### config.mk
export PLATFORM = sky130hd
export DESIGN_NAME = bus_rr_arbiter_flat
export DESIGN_NICKNAME = d
export VERILOG_FILES = /design/src/rtl/bus_rr_arbiter_pkg.sv /design/src/rtl/bus_rr_arbiter_if.sv /design/src/rtl/bus_arb_rr_picker.sv /design/src/rtl/bus_rr_arbiter.sv /design/src/flat_wrapper.sv
export SDC_FILE = /design/constraint.sdc
export NUM_CORES = 1
export LEC_CHECK = 0
export ABC_AREA = 1
export CELL_PAD_IN_SITES_DETAIL_PLACEMENT = 2
export CELL_PAD_IN_SITES_GLOBAL_PLACEMENT = 2
export CORE_AREA = 2 2 130 132
export CTS_BUF_LIST = sky130_fd_sc_hd__clkbuf_8 sky130_fd_sc_hd__clkbuf_16
export CTS_CLUSTER_DIAMETER = 200
export CTS_CLUSTER_SIZE = 30
export DETAILED_ROUTE_END_ITERATION = 7
export DIE_AREA = 0 0 132 134
export DONT_BUFFER_PORTS = 1
export PLACE_DENSITY = 0.5
export SLEW_MARGIN = 30
export SYNTH_ARGS = -nofsm -noshare
export SYNTH_HDL_FRONTEND = slang
export SYNTH_SLANG_ARGS = --single-unit
### constraint.sdc
create_clock -name clk -period 2.44 [get_ports clk]
set_input_delay 0.61 -clock clk [delete_from_list [all_inputs] [get_ports clk]]
set_output_delay 0.61 -clock clk [all_outputs]
set_load 0.01 [all_outputs]
### src/rtl/bus_rr_arbiter_pkg.sv
// rtl/bus_rr_arbiter_pkg.sv - shared bus constants, types and grant decode helper
package bus_rr_arbiter_pkg;

    localparam int BUS_MASTER_CH      = 4;
    localparam int BUS_MASTER_INDEX_W = 2;

    typedef logic [BUS_MASTER_INDEX_W-1:0] bus_master_idx_t;

    localparam bus_master_idx_t BUS_MASTER_0 = 2'd0;
    localparam bus_master_idx_t BUS_MASTER_1 = 2'd1;
    localparam bus_master_idx_t BUS_MASTER_2 = 2'd2;
    localparam bus_master_idx_t BUS_MASTER_3 = 2'd3;

    // Active-low enable levels and rw encoding shared with the CPU bus interfaces.
    localparam logic ENABLE_  = 1'b0;
    localparam logic DISABLE_ = 1'b1;
    localparam logic READ     = 1'b1;
    localparam logic WRITE    = 1'b0;

    localparam int WORD_ADDR_W = 30;
    localparam int WORD_DATA_W = 32;

    typedef logic [WORD_ADDR_W-1:0] word_addr_t;
    typedef logic [WORD_DATA_W-1:0] word_data_t;

    // One master's slave-side command bundle.
    typedef struct packed {
        word_addr_t addr;
        logic       as_n;
        logic       rw;
        word_data_t wr_data;
    } bus_cmd_t;

    // Active-low one-cold grant vector for the given owner.
    function automatic logic [BUS_MASTER_CH-1:0] grant_decode(input bus_master_idx_t idx);
        logic [BUS_MASTER_CH-1:0] onehot;
        onehot = '0;
        onehot[idx] = 1'b1;
        return ~onehot;
    endfunction

endpackage

### src/rtl/bus_rr_arbiter_if.sv
// rtl/bus_rr_arbiter_if.sv - master-side request/command signals and shared slave bus
interface bus_rr_arbiter_if;
    import bus_rr_arbiter_pkg::*;

    logic       m0_req_n, m1_req_n, m2_req_n, m3_req_n;
    word_addr_t m0_addr, m1_addr, m2_addr, m3_addr;
    logic       m0_as_n, m1_as_n, m2_as_n, m3_as_n;
    logic       m0_rw, m1_rw, m2_rw, m3_rw;
    word_data_t m0_wr_data, m1_wr_data, m2_wr_data, m3_wr_data;
    logic       m0_grnt_n, m1_grnt_n, m2_grnt_n, m3_grnt_n;

    word_addr_t s_addr;
    logic       s_as_n;
    logic       s_rw;
    word_data_t s_wr_data;

    // Bus masters: drive requests and commands, observe grants and the shared bus.
    modport master (
        output m0_req_n, m1_req_n, m2_req_n, m3_req_n,
        output m0_addr, m1_addr, m2_addr, m3_addr,
        output m0_as_n, m1_as_n, m2_as_n, m3_as_n,
        output m0_rw, m1_rw, m2_rw, m3_rw,
        output m0_wr_data, m1_wr_data, m2_wr_data, m3_wr_data,
        input  m0_grnt_n, m1_grnt_n, m2_grnt_n, m3_grnt_n,
        input  s_addr, s_as_n, s_rw, s_wr_data
    );

    // Arbiter: receives requests and commands, drives grants and the shared bus.
    modport slave (
        input  m0_req_n, m1_req_n, m2_req_n, m3_req_n,
        input  m0_addr, m1_addr, m2_addr, m3_addr,
        input  m0_as_n, m1_as_n, m2_as_n, m3_as_n,
        input  m0_rw, m1_rw, m2_rw, m3_rw,
        input  m0_wr_data, m1_wr_data, m2_wr_data, m3_wr_data,
        output m0_grnt_n, m1_grnt_n, m2_grnt_n, m3_grnt_n,
        output s_addr, s_as_n, s_rw, s_wr_data
    );

endinterface

### src/rtl/bus_arb_rr_picker.sv
// rtl/bus_arb_rr_picker.sv - rotating-priority search for the next bus owner
module bus_arb_rr_picker
    import bus_rr_arbiter_pkg::*;
(
    input  logic [BUS_MASTER_CH-1:0] req,
    input  bus_master_idx_t          owner,
    output bus_master_idx_t          next_owner,
    output logic                     found
);

    bus_master_idx_t cand;

    // Scan owner+1, owner+2, owner+3; the owner itself is never a candidate.
    always_comb begin
        next_owner = owner;
        found      = 1'b0;
        cand       = owner;
        for (int k = 1; k < BUS_MASTER_CH; k++) begin
            cand = owner + bus_master_idx_t'(k);
            if (!found && req[cand]) begin
                found      = 1'b1;
                next_owner = cand;
            end
        end
    end

endmodule

### src/rtl/bus_rr_arbiter.sv
// rtl/bus_rr_arbiter.sv - parked round-robin arbiter and slave mux, optional timeout via BUS_ARB_TIMEOUT_EN
module bus_rr_arbiter
    import bus_rr_arbiter_pkg::*;
#(
    parameter int TIMEOUT_CYCLES = 256
)
(
    input  logic             clk,
    input  logic             reset,
    bus_rr_arbiter_if.slave  bus,
    output bus_master_idx_t  owner,
    output logic             timeout_err,
    output bus_master_idx_t  timeout_id
);

    if (TIMEOUT_CYCLES < 2 || TIMEOUT_CYCLES > 65535) begin : g_bad_timeout
        $error("TIMEOUT_CYCLES must be within 2..65535");
    end

    logic [BUS_MASTER_CH-1:0] req;
    logic [BUS_MASTER_CH-1:0] grnt_n;
    bus_cmd_t                 cmd [BUS_MASTER_CH];
    bus_cmd_t                 sel;
    bus_master_idx_t          owner_nxt;
    bus_master_idx_t          pick_owner;
    logic                     pick_found;
    logic                     owner_req;
    logic                     timeout_fire;

    assign req = {bus.m3_req_n == ENABLE_, bus.m2_req_n == ENABLE_,
                  bus.m1_req_n == ENABLE_, bus.m0_req_n == ENABLE_};

    assign cmd[0] = {bus.m0_addr, bus.m0_as_n, bus.m0_rw, bus.m0_wr_data};
    assign cmd[1] = {bus.m1_addr, bus.m1_as_n, bus.m1_rw, bus.m1_wr_data};
    assign cmd[2] = {bus.m2_addr, bus.m2_as_n, bus.m2_rw, bus.m2_wr_data};
    assign cmd[3] = {bus.m3_addr, bus.m3_as_n, bus.m3_rw, bus.m3_wr_data};

    assign owner_req = req[owner];

    bus_arb_rr_picker u_picker (
        .req        (req),
        .owner      (owner),
        .next_owner (pick_owner),
        .found      (pick_found)
    );

`ifdef BUS_ARB_TIMEOUT_EN
    localparam logic [15:0] TIMEOUT_LAST = 16'(TIMEOUT_CYCLES - 1);

    logic [15:0] hold_cnt;

    // Force rotation only when the owner has held long enough and someone else is waiting.
    assign timeout_fire = owner_req && pick_found && (hold_cnt == TIMEOUT_LAST);

    // Count consecutive requested ownership cycles; saturate when nobody else is waiting.
    always_ff @(posedge clk) begin
        if (reset) begin
            hold_cnt <= '0;
        end else if ((owner_nxt != owner) || !owner_req) begin
            hold_cnt <= '0;
        end else if (hold_cnt != TIMEOUT_LAST) begin
            hold_cnt <= hold_cnt + 16'd1;
        end
    end

    // One-cycle error pulse and sticky record of the master that was pre-empted.
    always_ff @(posedge clk) begin
        if (reset) begin
            timeout_err <= 1'b0;
            timeout_id  <= BUS_MASTER_0;
        end else begin
            timeout_err <= timeout_fire;
            if (timeout_fire) begin
                timeout_id <= owner;
            end
        end
    end
`else
    assign timeout_fire = 1'b0;
    assign timeout_err  = 1'b0;
    assign timeout_id   = BUS_MASTER_0;
`endif

    // Next owner: keep while requested, otherwise hand over to the first waiting master.
    always_comb begin
        owner_nxt = owner;
        if ((!owner_req || timeout_fire) && pick_found) begin
            owner_nxt = pick_owner;
        end
    end

    // Owner and grant are registered together so the grant never glitches.
    always_ff @(posedge clk) begin
        if (reset) begin
            owner  <= BUS_MASTER_0;
            grnt_n <= grant_decode(BUS_MASTER_0);
        end else begin
            owner  <= owner_nxt;
            grnt_n <= grant_decode(owner_nxt);
        end
    end

    // Grants out and slave-side mux steered purely by the current owner.
    always_comb begin
        sel           = cmd[owner];
        bus.m0_grnt_n = grnt_n[0];
        bus.m1_grnt_n = grnt_n[1];
        bus.m2_grnt_n = grnt_n[2];
        bus.m3_grnt_n = grnt_n[3];
        bus.s_addr    = sel.addr;
        bus.s_as_n    = sel.as_n;
        bus.s_rw      = sel.rw;
        bus.s_wr_data = sel.wr_data;
    end

endmodule

### src/flat_wrapper.sv
// flat-port wrapper written by rule: the top's interface ports become plain ports
module bus_rr_arbiter_flat import bus_rr_arbiter_pkg::*;
#(
    parameter int TIMEOUT_CYCLES = 256
)
  (clk, reset, owner, timeout_err, timeout_id, bus_m0_req_n, bus_m1_req_n, bus_m2_req_n, bus_m3_req_n, bus_m0_addr, bus_m1_addr, bus_m2_addr, bus_m3_addr, bus_m0_as_n, bus_m1_as_n, bus_m2_as_n, bus_m3_as_n, bus_m0_rw, bus_m1_rw, bus_m2_rw, bus_m3_rw, bus_m0_wr_data, bus_m1_wr_data, bus_m2_wr_data, bus_m3_wr_data, bus_m0_grnt_n, bus_m1_grnt_n, bus_m2_grnt_n, bus_m3_grnt_n, bus_s_addr, bus_s_as_n, bus_s_rw, bus_s_wr_data);
  bus_rr_arbiter_if bus_i ();
  input  logic clk;
  input  logic reset;
  output bus_master_idx_t owner;
  output logic timeout_err;
  output bus_master_idx_t timeout_id;
  input wire logic [$bits(bus_i.m0_req_n)-1:0] bus_m0_req_n;
  input wire logic [$bits(bus_i.m1_req_n)-1:0] bus_m1_req_n;
  input wire logic [$bits(bus_i.m2_req_n)-1:0] bus_m2_req_n;
  input wire logic [$bits(bus_i.m3_req_n)-1:0] bus_m3_req_n;
  input wire logic [$bits(bus_i.m0_addr)-1:0] bus_m0_addr;
  input wire logic [$bits(bus_i.m1_addr)-1:0] bus_m1_addr;
  input wire logic [$bits(bus_i.m2_addr)-1:0] bus_m2_addr;
  input wire logic [$bits(bus_i.m3_addr)-1:0] bus_m3_addr;
  input wire logic [$bits(bus_i.m0_as_n)-1:0] bus_m0_as_n;
  input wire logic [$bits(bus_i.m1_as_n)-1:0] bus_m1_as_n;
  input wire logic [$bits(bus_i.m2_as_n)-1:0] bus_m2_as_n;
  input wire logic [$bits(bus_i.m3_as_n)-1:0] bus_m3_as_n;
  input wire logic [$bits(bus_i.m0_rw)-1:0] bus_m0_rw;
  input wire logic [$bits(bus_i.m1_rw)-1:0] bus_m1_rw;
  input wire logic [$bits(bus_i.m2_rw)-1:0] bus_m2_rw;
  input wire logic [$bits(bus_i.m3_rw)-1:0] bus_m3_rw;
  input wire logic [$bits(bus_i.m0_wr_data)-1:0] bus_m0_wr_data;
  input wire logic [$bits(bus_i.m1_wr_data)-1:0] bus_m1_wr_data;
  input wire logic [$bits(bus_i.m2_wr_data)-1:0] bus_m2_wr_data;
  input wire logic [$bits(bus_i.m3_wr_data)-1:0] bus_m3_wr_data;
  output wire logic [$bits(bus_i.m0_grnt_n)-1:0] bus_m0_grnt_n;
  output wire logic [$bits(bus_i.m1_grnt_n)-1:0] bus_m1_grnt_n;
  output wire logic [$bits(bus_i.m2_grnt_n)-1:0] bus_m2_grnt_n;
  output wire logic [$bits(bus_i.m3_grnt_n)-1:0] bus_m3_grnt_n;
  output wire logic [$bits(bus_i.s_addr)-1:0] bus_s_addr;
  output wire logic [$bits(bus_i.s_as_n)-1:0] bus_s_as_n;
  output wire logic [$bits(bus_i.s_rw)-1:0] bus_s_rw;
  output wire logic [$bits(bus_i.s_wr_data)-1:0] bus_s_wr_data;
  assign bus_i.m0_req_n = bus_m0_req_n;
  assign bus_i.m1_req_n = bus_m1_req_n;
  assign bus_i.m2_req_n = bus_m2_req_n;
  assign bus_i.m3_req_n = bus_m3_req_n;
  assign bus_i.m0_addr = bus_m0_addr;
  assign bus_i.m1_addr = bus_m1_addr;
  assign bus_i.m2_addr = bus_m2_addr;
  assign bus_i.m3_addr = bus_m3_addr;
  assign bus_i.m0_as_n = bus_m0_as_n;
  assign bus_i.m1_as_n = bus_m1_as_n;
  assign bus_i.m2_as_n = bus_m2_as_n;
  assign bus_i.m3_as_n = bus_m3_as_n;
  assign bus_i.m0_rw = bus_m0_rw;
  assign bus_i.m1_rw = bus_m1_rw;
  assign bus_i.m2_rw = bus_m2_rw;
  assign bus_i.m3_rw = bus_m3_rw;
  assign bus_i.m0_wr_data = bus_m0_wr_data;
  assign bus_i.m1_wr_data = bus_m1_wr_data;
  assign bus_i.m2_wr_data = bus_m2_wr_data;
  assign bus_i.m3_wr_data = bus_m3_wr_data;
  assign bus_m0_grnt_n = bus_i.m0_grnt_n;
  assign bus_m1_grnt_n = bus_i.m1_grnt_n;
  assign bus_m2_grnt_n = bus_i.m2_grnt_n;
  assign bus_m3_grnt_n = bus_i.m3_grnt_n;
  assign bus_s_addr = bus_i.s_addr;
  assign bus_s_as_n = bus_i.s_as_n;
  assign bus_s_rw = bus_i.s_rw;
  assign bus_s_wr_data = bus_i.s_wr_data;
  bus_rr_arbiter #(.TIMEOUT_CYCLES(TIMEOUT_CYCLES)) u_core (.clk(clk), .reset(reset), .bus(bus_i), .owner(owner), .timeout_err(timeout_err), .timeout_id(timeout_id));
endmodule
After elaboration in Yosys (flattened, before gate mapping):

Cells that the tools add are included.
W data, S select, Z words.

* register bits: 6
* output and inout port bits: 73
* logic and storage cells: 45

* bitwise operators: 6
* add/sub/neg operators: 3
* order comparisons: 7
* multiplexer cells: 20
* reduce and logical (&&, ||, !) cells: 7

Operators with widths (number)
* $bmux W64 S2: 1
* $mux W64: 2
* $lt A2 B3 Y1 const B: 5
* $bmux W1 S2: 4
* $mux W1: 8
* $mux W2: 4
* $add A2 B2 Y2 const B: 2
* $logic_and A1 B1 Y1: 4
* $not A1 Y1: 4
* $not A4 Y4: 1
* $ge A3 B3 Y1 const B: 1
* $logic_not A1 Y1: 3
* $not A2 Y3: 1
* $add A2 B1 Y2 const B: 1
* $demux W1 S2: 1
* $ge A2 B1 Y1 const B: 1

Logic depth before layout (Yosys ltp):

* word-level depth: 17
* mapped depth: 13
* gate-level depth less buffers: 12

Cells and area by module:

A second synthesis with hierarchy kept.

* cells, all modules: 459
* area total of the unflattened synthesis: 2339.7 um^2

Modules (own cells, without submodules)
* bus_rr_arbiter: seq. area each 120.1 um^2, area each 2055.7 um^2, instances 1, cells an instance 410
* bus_arb_rr_picker: seq. area each 0.0 um^2, area each 284.0 um^2, instances 1, cells an instance 49

Worst setup path after synthesis:

OpenSTA, ideal clock, no wires.

* path kind: reg-to-output
* start point: register u_core.owner[0]
* end point: output bus_s_addr[10]
* arrival time: 1.287 ns
* setup slack: 0.543 ns
* stages on the path, launching flop included: 6
* required time: 1.830 ns
* cells stage by stage: dfxtp_1 -> buf_6 -> buf_2 -> buf_1 -> nand3_1 -> nand3_1

* longest elaborated chain between the ends: 4

Ends and longest elaborated chain
* from (decl): RTL line bus_rr_arbiter.sv:11 `output bus_master_idx_t owner,`
* from (signal assigned): RTL line bus_rr_arbiter.sv:98 `owner <= owner_nxt;`
* $not A2 Y3 (not written as such): RTL line bus_rr_arbiter.sv:105 `sel = cmd[owner];`
* $bmux W64 S2: RTL line bus_rr_arbiter.sv:105
* $mux W64 (not written as such) (2 in a row): RTL line bus_rr_arbiter.sv:105
* to (decl): RTL line flat_wrapper.sv:37 `output wire logic [$bits(bus_i.s_addr)-1:0] bus_s_addr;`

Every way passes these cells. The select of a mux whose other input is x is not followed.

Worst setup path after layout:

* start point: register u_core.owner[1]
* end point: output bus_s_wr_data[11]

* longest elaborated chain between the ends: 4

Ends and longest elaborated chain
* $not A2 Y3 (not written as such): RTL line bus_rr_arbiter.sv:105
* $bmux W64 S2: RTL line bus_rr_arbiter.sv:105
* $mux W64 (not written as such) (2 in a row): RTL line bus_rr_arbiter.sv:105
* to (decl): RTL line flat_wrapper.sv:40 `output wire logic [$bits(bus_i.s_wr_data)-1:0] bus_s_wr_data;`

Every way passes these cells. The select of a mux whose other input is x is not followed.

==> impl_metrics.ini <==
[run_status]
status = finished clean

[yosys]
synth_fa_ha_area_frac = 0
synth_top_family_by_area = simple AND/OR/NAND/NOR gates
synth_top_cell_by_area = nand3_1
synth-edff-count = 0
yosysMostFrequentCell = nand3_1
synth-simple-area-share = 0.598
seq_area_frac_synth = 0.0551
synth_cells = 393
synth.top_cell.area_share = 0.462
synth_xor_xnor_area_share = 0
synth_seq_cells = 6
syn_area_um2 = 2180
synthTopCellsByCount = nand3_1, a22oi_1, nand2_1, clkbuf_1, nand2_2
async_flop_share = 0
synthMuxAreaShare = 0
synthFlopType = dfxtp_1
ys_warn_count = 0
synth_compound_area_frac = 0.220
syn_area_per_cell_um2 = 5.55
synth.area.top_cells = nand3_1, a22oi_1, nand2_1, dfxtp_1, clkbuf_1
synthDistinctLibCells = 19

[worst_hold_path]
hold_class = in -> reg

[setup_path]
cp_slowest_cell = buf_12
crit_chain = buf_12 -> nand3_1 -> nand3_1
cp.required_ns = 1.83
crit_family = simple AND/OR/NAND/NOR gates
arrival_ns = 1.60
path_max_fanout = 133
max_stage_delay_ns = 0.42
endpoint_kind = output port
worstPathBufferInverterCount = 1
cp-start-kind = flop
critical_path_class = reg -> out
cpMostUsedCell = nand3_1

[routing]
vias_per_cell = 5.29
drc = 0
postRouteAntennaNets = 0
first_pass_iters = 4
drt_iter0_drc = 163
wl_per_cell_um = 22.0
wl_um = 12800
via_count = 3076

[power]
p_int_uw = 1300
netSwitchingFraction = 0.672
seqPwrFrac = 0.055
peakVddDrop_uv = 886
combPwrFrac = 0.876
p_switching_uw = 2660
clkPwrFrac = 0.069
p_per_area_nw_per_um2 = 1630
p_leak_uw = 0.000935

[placed_design]
pre_cts_ws_ns = 0.473
place_area_um2 = 2350
dp.cells = 577
dp_hpwl_um = 10300
gp_congestion = 0.759
io_buffers = 0

[sta]
tightest_slew_ns = 0.588
setup_ws_ns = 0.230
tns_ns = 0
setup_viol_count_final = 0
skew_ns = 0.00195
fin_crit_ns = 2.21
final-hold-violation-count = 0
timing.fmax_mhz = 453
slew_viol_final = 0
post-route-period-util = 0.906
rsz0062_at_grt = false
max_slew_margin = 0.608

[global_route]
overflow = 0
gr-usage-met1 = 0.150
antenna_found_initial = 0
met2_usage = 0.254
use_met3 = 0.0291
grt_pass1_wl_um = 19100
track_usage = 0.133
busiest_layer = met2
grt_pass1_vias = 3277
grt_max_degree = 134

[clock_network]
cts_max_level = 1
clk_latency_ns = 0.23
cts_buffers = 3
cts_root_buffer = clkbuf_16
cts.clk_slew.worst_paths_ns = 0.04
post_cts_buffers = 0
cts_hold_buffers = 0
cts_tree = done
cts.sinks = 6
cts_buffer_depth = 2
post_cts_resized = 0

[cells_and_area]
finalInstanceArea_um2 = 2430
area_delta_synth_final_pct = 11.4
fin_nets = 624
antenna_cells = 0
utilization = 0.149
stdcell_count = 581
drive_gt1_frac = 0.0997

[die]
fp.dieH_um = 134
die_w_um = 132
core_um2 = 16300
core.rowCount = 47
initial_core_util = 0.134
die_area_um2 = 17700
ios = 335

[run]
cap_violations = 0
[logic make-up (layout without fill, tap and decap cells)]
| kind of cell | Yosys count | in the layout |
|---|---|---|
| simple gates | 262 | 262 |
| buf+inv | 60 | 26 |
| other cells | 1 | 3 |
| flops | 6 | 6 |
| compound gates | 64 | 64 |
[stage by stage]
step	total power (uW)	hold slack, ns
after detailed placement	3710	0.707
after floorplan	2910	0.767
after CTS	4000	0.568
final	3960	0.566
after global routing	4330	0.599
after global placement	3580	0.704
[state kept, by name, summed over array words and instances (netlist names)]
register       cells
u_core.grnt_n      4
u_core.owner       2
[cell usage in the layout, fill, tap and decap left out]
master	n
buf_4	5
nand2_2	13
nand4_1	2
a22oi_1	63
nor2_2	1
nand2_1	41
clkbuf_16	3
inv_4	1
dfxtp_4	2
nand3_1	201
inv_1	10
nand3_2	2
dfxtp_1	4
nand2_4	2
a21boi_0	1
buf_12	3
inv_2	4
conb_1	3
[path summary, 6_finish.rpt]
path / depth (start not counted) / start / slack [ns] / endpoint
setup reg to reg: 11 / u_core.owner[0] / 0.67 / u_core.grnt_n[2]
hold reg to reg: 4 / u_core.owner[1] / 0.70 / u_core.grnt_n[1]
hold / removal: 2 / reset / 0.57 / u_core.grnt_n[1]
setup / recovery: 3 / u_core.owner[1] / 0.23 / bus_s_wr_data[11]
[final cells by class]
| class | count | area, um^2 |
|---|---|---|
| sequential | 6 | 128 |
| fill | 2009 | 13900 |
| timing repair buffer | 8 | 97.6 |
| inverter | 14 | 55.1 |
| clock buffer | 3 | 75.1 |
| clock inverter | 1 | 3.75 |
| tap | 220 | 275 |
| multi-input combinational | 329 | 1790 |
[power by group through the flow]
| stage | Sequential (uW) | Clock, uW | Combinational, uW |
|---|---|---|---|
| 2_1_floorplan | 192 | 0 | 2720 |
| 3_3_place_gp | 219 | 0 | 3360 |
| 3_5_place_dp | 218 | 0 | 3490 |
| 4_1_cts | 220 | 279 | 3500 |
| 5_1_grt | 225 | 291 | 3810 |
| 6_report | 218 | 273 | 3470 |
[per-layer routing]
metal  vias up  routed length (um)  share of wire
met5         -                   0              0
met4         0                 293          0.023
met3        17                1040          0.081
met2       209                6670           0.52
met1      1465                4780           0.37
li1       1385                   -              -
[worst register-to-register path, delay by kind of cell (launching register included)]
kind | cells | cell delay (ns)
DFF | 1 | 0.35
and+or+nand+nor | 8 | 0.81
buffers and inverters | 3 | 0.47
(Power assumes the default switching activity.)
